<file path="src/rtl/pll_ctrl_pkg.sv">
// Shared types and default timing for the DSP-clock PLL supervisor/phase sequencer.
package pll_ctrl_pkg;

  typedef enum logic [2:0] {
    ST_RESET_PLL = 3'd0,
    ST_WAIT_LOCK = 3'd1,
    ST_IDLE      = 3'd2,
    ST_SETUP     = 3'd3,
    ST_STEP_HI   = 3'd4,
    ST_STEP_LO   = 3'd5,
    ST_DONE      = 3'd6
  } state_t;

  localparam int DEF_RST_CYCLES   = 16;
  localparam int DEF_LOCK_TIMEOUT = 4096;
  localparam int DEF_SETUP_CYCLES = 2;
  localparam int DEF_PULSE_CYCLES = 4;
  localparam int DEF_GAP_CYCLES   = 4;
  localparam int DEF_CNT_W        = 8;

  localparam logic [1:0] SEL_CLKOP  = 2'd0;
  localparam logic [1:0] SEL_CLKOS  = 2'd1;
  localparam logic [1:0] SEL_CLKOS2 = 2'd2;
  localparam logic [1:0] SEL_CLKOS3 = 2'd3;

  function automatic int max_int(input int a, input int b);
    return (a > b) ? a : b;
  endfunction

endpackage

</file>
<file path="src/rtl/sync_2ff.sv">
// Generic 1-bit two-flop synchroniser; output lags input by two clock edges.
module sync_2ff #(
  parameter logic RST_VAL = 1'b0
) (
  input  logic clk_i,
  input  logic rst_i,
  input  logic d_i,
  output logic q_o
);

  logic meta_q;
  logic sync_q;

  always_ff @(posedge clk_i or posedge rst_i) begin
    if (rst_i) begin
      meta_q <= RST_VAL;
      sync_q <= RST_VAL;
    end else begin
      meta_q <= d_i;
      sync_q <= meta_q;
    end
  end

  assign q_o = sync_q;

endmodule

</file>
<file path="src/rtl/pll_phase_ctrl.sv">
// EHXPLLL supervisor (reset/lock watchdog) and PHASESEL/PHASEDIR/PHASESTEP sequencer.
// All outputs registered from next state; REQ is only sampled in IDLE, never queued.
module pll_phase_ctrl
  import pll_ctrl_pkg::*;
#(
  parameter int RST_CYCLES   = DEF_RST_CYCLES,
  parameter int LOCK_TIMEOUT = DEF_LOCK_TIMEOUT,
  parameter int SETUP_CYCLES = DEF_SETUP_CYCLES,
  parameter int PULSE_CYCLES = DEF_PULSE_CYCLES,
  parameter int GAP_CYCLES   = DEF_GAP_CYCLES,
  parameter int CNT_W        = DEF_CNT_W
) (
  input  logic             CLK,
  input  logic             RST,
  input  logic             LOCK,
  input  logic             REQ,
  input  logic [1:0]       SEL,
  input  logic             DIR,
  input  logic [CNT_W-1:0] NSTEPS,
  output logic             ACK,
  output logic             ERR,
  output logic             BUSY,
  output logic             PLL_LOCKED,
  output logic [7:0]       LOSS_CNT,
  output logic             PLL_RST,
  output logic [1:0]       PHASESEL,
  output logic             PHASEDIR,
  output logic             PHASESTEP
);

  localparam int TMR_MAX = max_int(max_int(LOCK_TIMEOUT, RST_CYCLES),
                                   max_int(SETUP_CYCLES, max_int(PULSE_CYCLES, GAP_CYCLES)));
  localparam int TMR_W   = $clog2(TMR_MAX + 1);

  // Timer loads hold N-1 so each state lasts exactly N cycles.
  localparam logic [TMR_W-1:0] TMR_RST   = TMR_W'(RST_CYCLES - 1);
  localparam logic [TMR_W-1:0] TMR_LOCK  = TMR_W'(LOCK_TIMEOUT - 1);
  localparam logic [TMR_W-1:0] TMR_SETUP = TMR_W'(SETUP_CYCLES - 1);
  localparam logic [TMR_W-1:0] TMR_PULSE = TMR_W'(PULSE_CYCLES - 1);
  localparam logic [TMR_W-1:0] TMR_GAP   = TMR_W'(GAP_CYCLES - 1);
  localparam logic [TMR_W-1:0] TMR_ONE   = TMR_W'(1);
  localparam logic [CNT_W-1:0] CNT_ONE   = CNT_W'(1);

  logic             lock_s;
  state_t           state_q, state_d;
  logic [TMR_W-1:0] tmr_q, tmr_d;
  logic [CNT_W-1:0] step_q, step_d;
  logic [1:0]       sel_q, sel_d;
  logic             dir_q, dir_d;
  logic             ack_q, ack_d;
  logic             err_q, err_d;
  logic [7:0]       loss_q, loss_d;
  logic             busy_q, busy_d;
  logic             locked_q, locked_d;
  logic             pll_rst_q, pll_rst_d;
  logic             pstep_q, pstep_d;
  logic             loss_inc;

  sync_2ff #(.RST_VAL(1'b0)) u_lock_sync (
    .clk_i (CLK),
    .rst_i (RST),
    .d_i   (LOCK),
    .q_o   (lock_s)
  );

  always_comb begin
    state_d  = state_q;
    tmr_d    = tmr_q;
    step_d   = step_q;
    sel_d    = sel_q;
    dir_d    = dir_q;
    ack_d    = 1'b0;
    err_d    = 1'b0;
    loss_inc = 1'b0;

    unique case (state_q)
      ST_RESET_PLL: begin
        if (tmr_q == '0) begin
          state_d = ST_WAIT_LOCK;
          tmr_d   = TMR_LOCK;
        end else begin
          tmr_d = tmr_q - TMR_ONE;
        end
      end
      ST_WAIT_LOCK: begin
        if (lock_s) begin
          state_d = ST_IDLE;
        end else if (tmr_q == '0) begin
          loss_inc = 1'b1;
          state_d  = ST_RESET_PLL;
          tmr_d    = TMR_RST;
        end else begin
          tmr_d = tmr_q - TMR_ONE;
        end
      end
      ST_IDLE: begin
        if (!lock_s) begin
          loss_inc = 1'b1;
          state_d  = ST_RESET_PLL;
          tmr_d    = TMR_RST;
        end else if (REQ) begin
          step_d = NSTEPS;
          if (NSTEPS == '0) begin
            state_d = ST_DONE;
          end else begin
            sel_d   = SEL;
            dir_d   = DIR;
            state_d = ST_SETUP;
            tmr_d   = TMR_SETUP;
          end
        end
      end
      ST_SETUP, ST_STEP_HI, ST_STEP_LO: begin
        if (!lock_s) begin
          // Abort: the PLL is about to be reset, so the pulse train is meaningless.
          ack_d    = 1'b1;
          err_d    = 1'b1;
          loss_inc = 1'b1;
          state_d  = ST_RESET_PLL;
          tmr_d    = TMR_RST;
        end else if (tmr_q != '0) begin
          tmr_d = tmr_q - TMR_ONE;
        end else if (state_q == ST_SETUP) begin
          state_d = ST_STEP_HI;
          tmr_d   = TMR_PULSE;
        end else if (state_q == ST_STEP_HI) begin
          state_d = ST_STEP_LO;
          tmr_d   = TMR_GAP;
        end else if (step_q == CNT_ONE) begin
          step_d  = '0;
          state_d = ST_DONE;
        end else begin
          step_d  = step_q - CNT_ONE;
          state_d = ST_STEP_HI;
          tmr_d   = TMR_PULSE;
        end
      end
      ST_DONE: begin
        state_d = ST_IDLE;
      end
      default: begin
        state_d = ST_RESET_PLL;
        tmr_d   = TMR_RST;
      end
    endcase

    if (state_d == ST_DONE) begin
      ack_d = 1'b1;
    end
  end

  assign loss_d    = (loss_inc && (loss_q != 8'hFF)) ? loss_q + 8'd1 : loss_q;
  assign busy_d    = (state_d != ST_IDLE);
  assign locked_d  = (state_d != ST_RESET_PLL) && (state_d != ST_WAIT_LOCK);
  assign pll_rst_d = (state_d == ST_RESET_PLL);
  assign pstep_d   = (state_d == ST_STEP_HI);

  always_ff @(posedge CLK or posedge RST) begin
    if (RST) begin
      state_q   <= ST_RESET_PLL;
      tmr_q     <= TMR_RST;
      step_q    <= '0;
      sel_q     <= SEL_CLKOP;
      dir_q     <= 1'b0;
      ack_q     <= 1'b0;
      err_q     <= 1'b0;
      loss_q    <= 8'd0;
      busy_q    <= 1'b1;
      locked_q  <= 1'b0;
      pll_rst_q <= 1'b1;
      pstep_q   <= 1'b0;
    end else begin
      state_q   <= state_d;
      tmr_q     <= tmr_d;
      step_q    <= step_d;
      sel_q     <= sel_d;
      dir_q     <= dir_d;
      ack_q     <= ack_d;
      err_q     <= err_d;
      loss_q    <= loss_d;
      busy_q    <= busy_d;
      locked_q  <= locked_d;
      pll_rst_q <= pll_rst_d;
      pstep_q   <= pstep_d;
    end
  end

  assign ACK        = ack_q;
  assign ERR        = err_q;
  assign BUSY       = busy_q;
  assign PLL_LOCKED = locked_q;
  assign LOSS_CNT   = loss_q;
  assign PLL_RST    = pll_rst_q;
  assign PHASESEL   = sel_q;
  assign PHASEDIR   = dir_q;
  assign PHASESTEP  = pstep_q;

endmodule

</file>
<file path="config.mk">
export PLATFORM = sky130hd
export DESIGN_NAME = pll_phase_ctrl
export DESIGN_NICKNAME = d
export VERILOG_FILES = /design/src/rtl/pll_ctrl_pkg.sv /design/src/rtl/sync_2ff.sv /design/src/rtl/pll_phase_ctrl.sv
export SDC_FILE = /design/constraint.sdc
export NUM_CORES = 1
export LEC_CHECK = 0
export CORE_UTILIZATION = 29
export DETAILED_ROUTE_END_ITERATION = 10
export PLACE_DENSITY = 0.49
export SETUP_SLACK_MARGIN = 0.05
export SYNTH_ARGS = -nofsm -noshare
export SYNTH_HDL_FRONTEND = slang
export SYNTH_HIERARCHICAL = 1
export SYNTH_SLANG_ARGS = --single-unit
</file>
<file path="constraint.sdc">
create_clock -name CLK -period 6.2 [get_ports CLK]
set_input_delay 0.93 -clock CLK [delete_from_list [all_inputs] [get_ports CLK]]
set_output_delay 0.93 -clock CLK [all_outputs]
set_load 0.01 [all_outputs]
</file>
==> flow_summary_export.csv <==
group,metric,value,unit
clocking,postCtsSetupBuffers,0,
global_routing,grt_usage,0.144,
final_layout,drive_gt1_frac,0.0982,
clocking,clk_pin_slew,90,ps
clocking,cts_tree,"done",
clocking,cts_made_buffers,5,
floorplanning,die-area,8850,um^2
clocking,hold_buffers,0,
synth,synth-seq-cells,43,
synth,synth-main-ff-cell,"dfrtp_1",
detailed_routing,dr.first_iter.drc_count,148,
synth,synth-edff-count,0,
synth,ys_types,60,
global_routing,grt_use_met3,0.0348,
sta,max_freq,357,MHz
critical_path,endpoint_kind,"flip-flop",
power,powerDensity,420,nW/um^2
global_routing,use_met2,0.220,
final_layout,final_common_cell,"dfrtp_1",
clocking,clk_path_buf_depth,2,
global_routing,antenna_found_initial,0,
sta,setup_viol,0,
sta,finalCriticalPeriod,2800,ps
global_routing,grt_overflow_total,0,
final_layout,final_nets,303,
sta,drv_slew,0,
synth,yosysSeqAreaShare,0.441,
floorplanning,die_h,94.1,um
placement,gp_congestion,0.824,
sta,worst_pin_slew,1080,ps
hold_path,hold_path.class,"flip-flop to flip-flop",
critical_path,path_cells,"inv_1 -> ha_1 -> nor4b_4 -> nand4_4 -> nor4_4 -> or2_1 -> o22a_1",
global_routing,grt_max_degree,23,
detailed_routing,drt.antenna.violating_nets,0,
critical_path,crit_slowest_cell,"nor4_4",
sta,fin_worst_hold_slack,352,ps
detailed_routing,drt-pass1-iter-count,4,
detailed_routing,remaining_drc_errors,0,
floorplanning,io_pins,32,
critical_path,worstPathArrival,3040,ps
synth,syn_inst,254,
global_routing,grt_pass1_vias,2035,
synth,ys_warn_count,6,
placement,place_inst,382,
clocking,clkSinkCount,43,
sta,max_slew_margin,0.273,
synth,syn_avg_cell_area,9.68,um^2
detailed_routing,drt-total-wl,5860,um
clocking,h-tree-depth,2,
global_routing,grt_pass1_wl,9860,um
final_layout,num_antenna_cells,0,
synth,synth_area,2460,um^2
synth,synthArstFlopShare,1.00,
floorplanning,num_rows,33,
synth,syn-num-nets,273,
floorplanning,start_util,0.299,
clocking,cts_root_buf,"clkbuf_8",
sta,period_share,0.451,
clocking,cts-resized-gates,0,
power,cellLeakagePower,1.21,nW
clocking,clk_latency,300,ps
detailed_routing,via_per_inst,5.42,
detailed_routing,vias,2114,
sta,hold_viol,0,
placement,port_buffers,31,
critical_path,critical_path.top_delay_family,"simple AND/OR/NAND/NOR gates",
critical_path,crit_path_max_incr_delay,770,ps
status,status,"finished, final reports clean",
critical_path,critPathKind,"flip-flop to flip-flop",
flow_run,cap_violations,0,
sta,setup-tns-final,0,ps
critical_path,worstSetupStartpointType,"flip-flop",
floorplanning,core,8220,um^2
final_layout,area_growth,21.8,%
detailed_routing,wl_per_cell,15.0,um
sta,grt_setup_unrepaired,"false",
final_layout,layout_common_cells,"dfrtp_1 (37), clkdlybuf4s50_1 (31), a21oi_1 (16)",
sta,skew,14.4,ps
floorplanning,die_w,94.1,um
critical_path,path_buf_inv,1,
critical_path,cp_max_fo,13,
final_layout,final_cells,390,
critical_path,cp.required,6440,ps
placement,dpl.hpwl,4290,um
global_routing,grtUsageMet1,0.196,
global_routing,busiest_layer,"met2",
power,peakVddDrop,186,uV
[per-layer routing]
layer | up-vias | part of all wire
met1 | 1030 | 0.48
li1 | 1015 | -
met2 | 56 | 0.46
met3 | 13 | 0.045
met5 | - | 0
met4 | 0 | 0.021
[sequential cells by signal, indices dropped and copies added, names as in the netlist]
name	count
state_q	3
ERR	1
tmr_q	13
PLL_LOCKED	1
ACK	1
u_lock_sync/meta_q	1
PHASESEL	2
LOSS_CNT	8
u_lock_sync/q_o	1
PHASESTEP	1
step_q	8
PLL_RST	1
PHASEDIR	1
BUSY	1
[cell type report]
cell class / instances / area (um^2)
Timing Repair Buffer: 33 / 325
Fill cell: 805 / 5220
Clock buffer: 6 / 72.6
Clock inverter: 2 / 60.1
Multi-Input combinational cell: 187 / 1270
Sequential cell: 43 / 1080
Inverter: 14 / 52.6
Tap cell: 105 / 131
[synthesized netlist by cell type, drive strengths merged, types with 2 or more instances]
| cell type | count | area, um^2 |
|---|---|---|
| nor4b | 3 | 41.3 |
| a211oi | 2 | 15.0 |
| o221ai | 2 | 17.5 |
| nand2 | 15 | 56.3 |
| a21boi | 3 | 22.5 |
| dfstp | 6 | 158 |
| nand4 | 9 | 71.3 |
| o21a | 2 | 15.0 |
| nor2b | 6 | 37.5 |
| nand3 | 7 | 35.0 |
| xor2 | 2 | 17.5 |
| a31oi | 5 | 31.3 |
| clkbuf | 4 | 15.0 |
| or3 | 3 | 18.8 |
| buf | 6 | 38.8 |
| a21oi | 17 | 88.8 |
| dfrtp | 37 | 926 |
| or2 | 2 | 12.5 |
| nor4 | 9 | 86.3 |
| a22oi | 2 | 15.0 |
| o22ai | 3 | 18.8 |
| ha | 4 | 50.1 |
| nand2b | 2 | 12.5 |
| o21ai | 16 | 83.8 |
| inv | 14 | 52.6 |
| a32oi | 2 | 17.5 |
| and3 | 3 | 18.8 |
| o31ai | 5 | 37.5 |
| o22a | 4 | 35.0 |
| nor3 | 13 | 65.1 |
| nor2 | 15 | 58.8 |
| xnor2 | 8 | 70.1 |
| mux2 | 6 | 67.6 |
[metrics by stage]
step | cell area (um^2) | utilization | setup slack, ps | power, mW
4_1_cts | 2990 | 0.364 | 3460 | 1.27
2_1_floorplan | 2460 | - | 4010 | 0.837
6_report | 2990 | 0.364 | 3400 | 1.26
3_3_place_gp | 2860 | 0.348 | 3230 | 1.01
3_5_place_dp | 2860 | 0.348 | 3230 | 1.01
5_1_grt | 2990 | 0.364 | 3240 | 1.35
[cell families (layout without fill, tap and decap cells)]
| group | Yosys count | count (layout) | share of synthesized area |
|---|---|---|---|
| AND/OR/NAND/NOR | 94 | 94 | 0.234 |
| multiplexers | 6 | 6 | 0.0275 |
| AO/OA/AOI/OAI | 73 | 73 | 0.198 |
| flip-flops | 43 | 43 | 0.441 |
| adder cells (fa/ha/maj) | 4 | 4 | 0.0204 |
| XOR/XNOR | 10 | 10 | 0.0356 |
| buffers and inverters | 24 | 55 | 0.0433 |
[final timing paths]
check | slack, ps | startpoint | end | cells after the start
hold reg to reg | 350 | u_lock_sync/meta_q | u_lock_sync/q_o | 0
setup reg to reg | 3400 | tmr_q[0] | tmr_q[5] | 7
setup / recovery | 3400 | tmr_q[0] | tmr_q[5] | 7
hold / removal | 350 | u_lock_sync/meta_q | u_lock_sync/q_o | 0
min in group asynchronous | 810 | RST | u_lock_sync/meta_q | 2
max in group asynchronous | 4260 | RST | PLL_RST | 3
[where the power goes]
part	internal [mW]	total [mW]	leakage (nW)	switching, mW
sequential	0.392	0.510	0.539	0.118
clock	0.161	0.254	0.0654	0.0925
combinational	0.235	0.494	0.608	0.259
No activity file was read; power rests on OpenSTA's default activity.
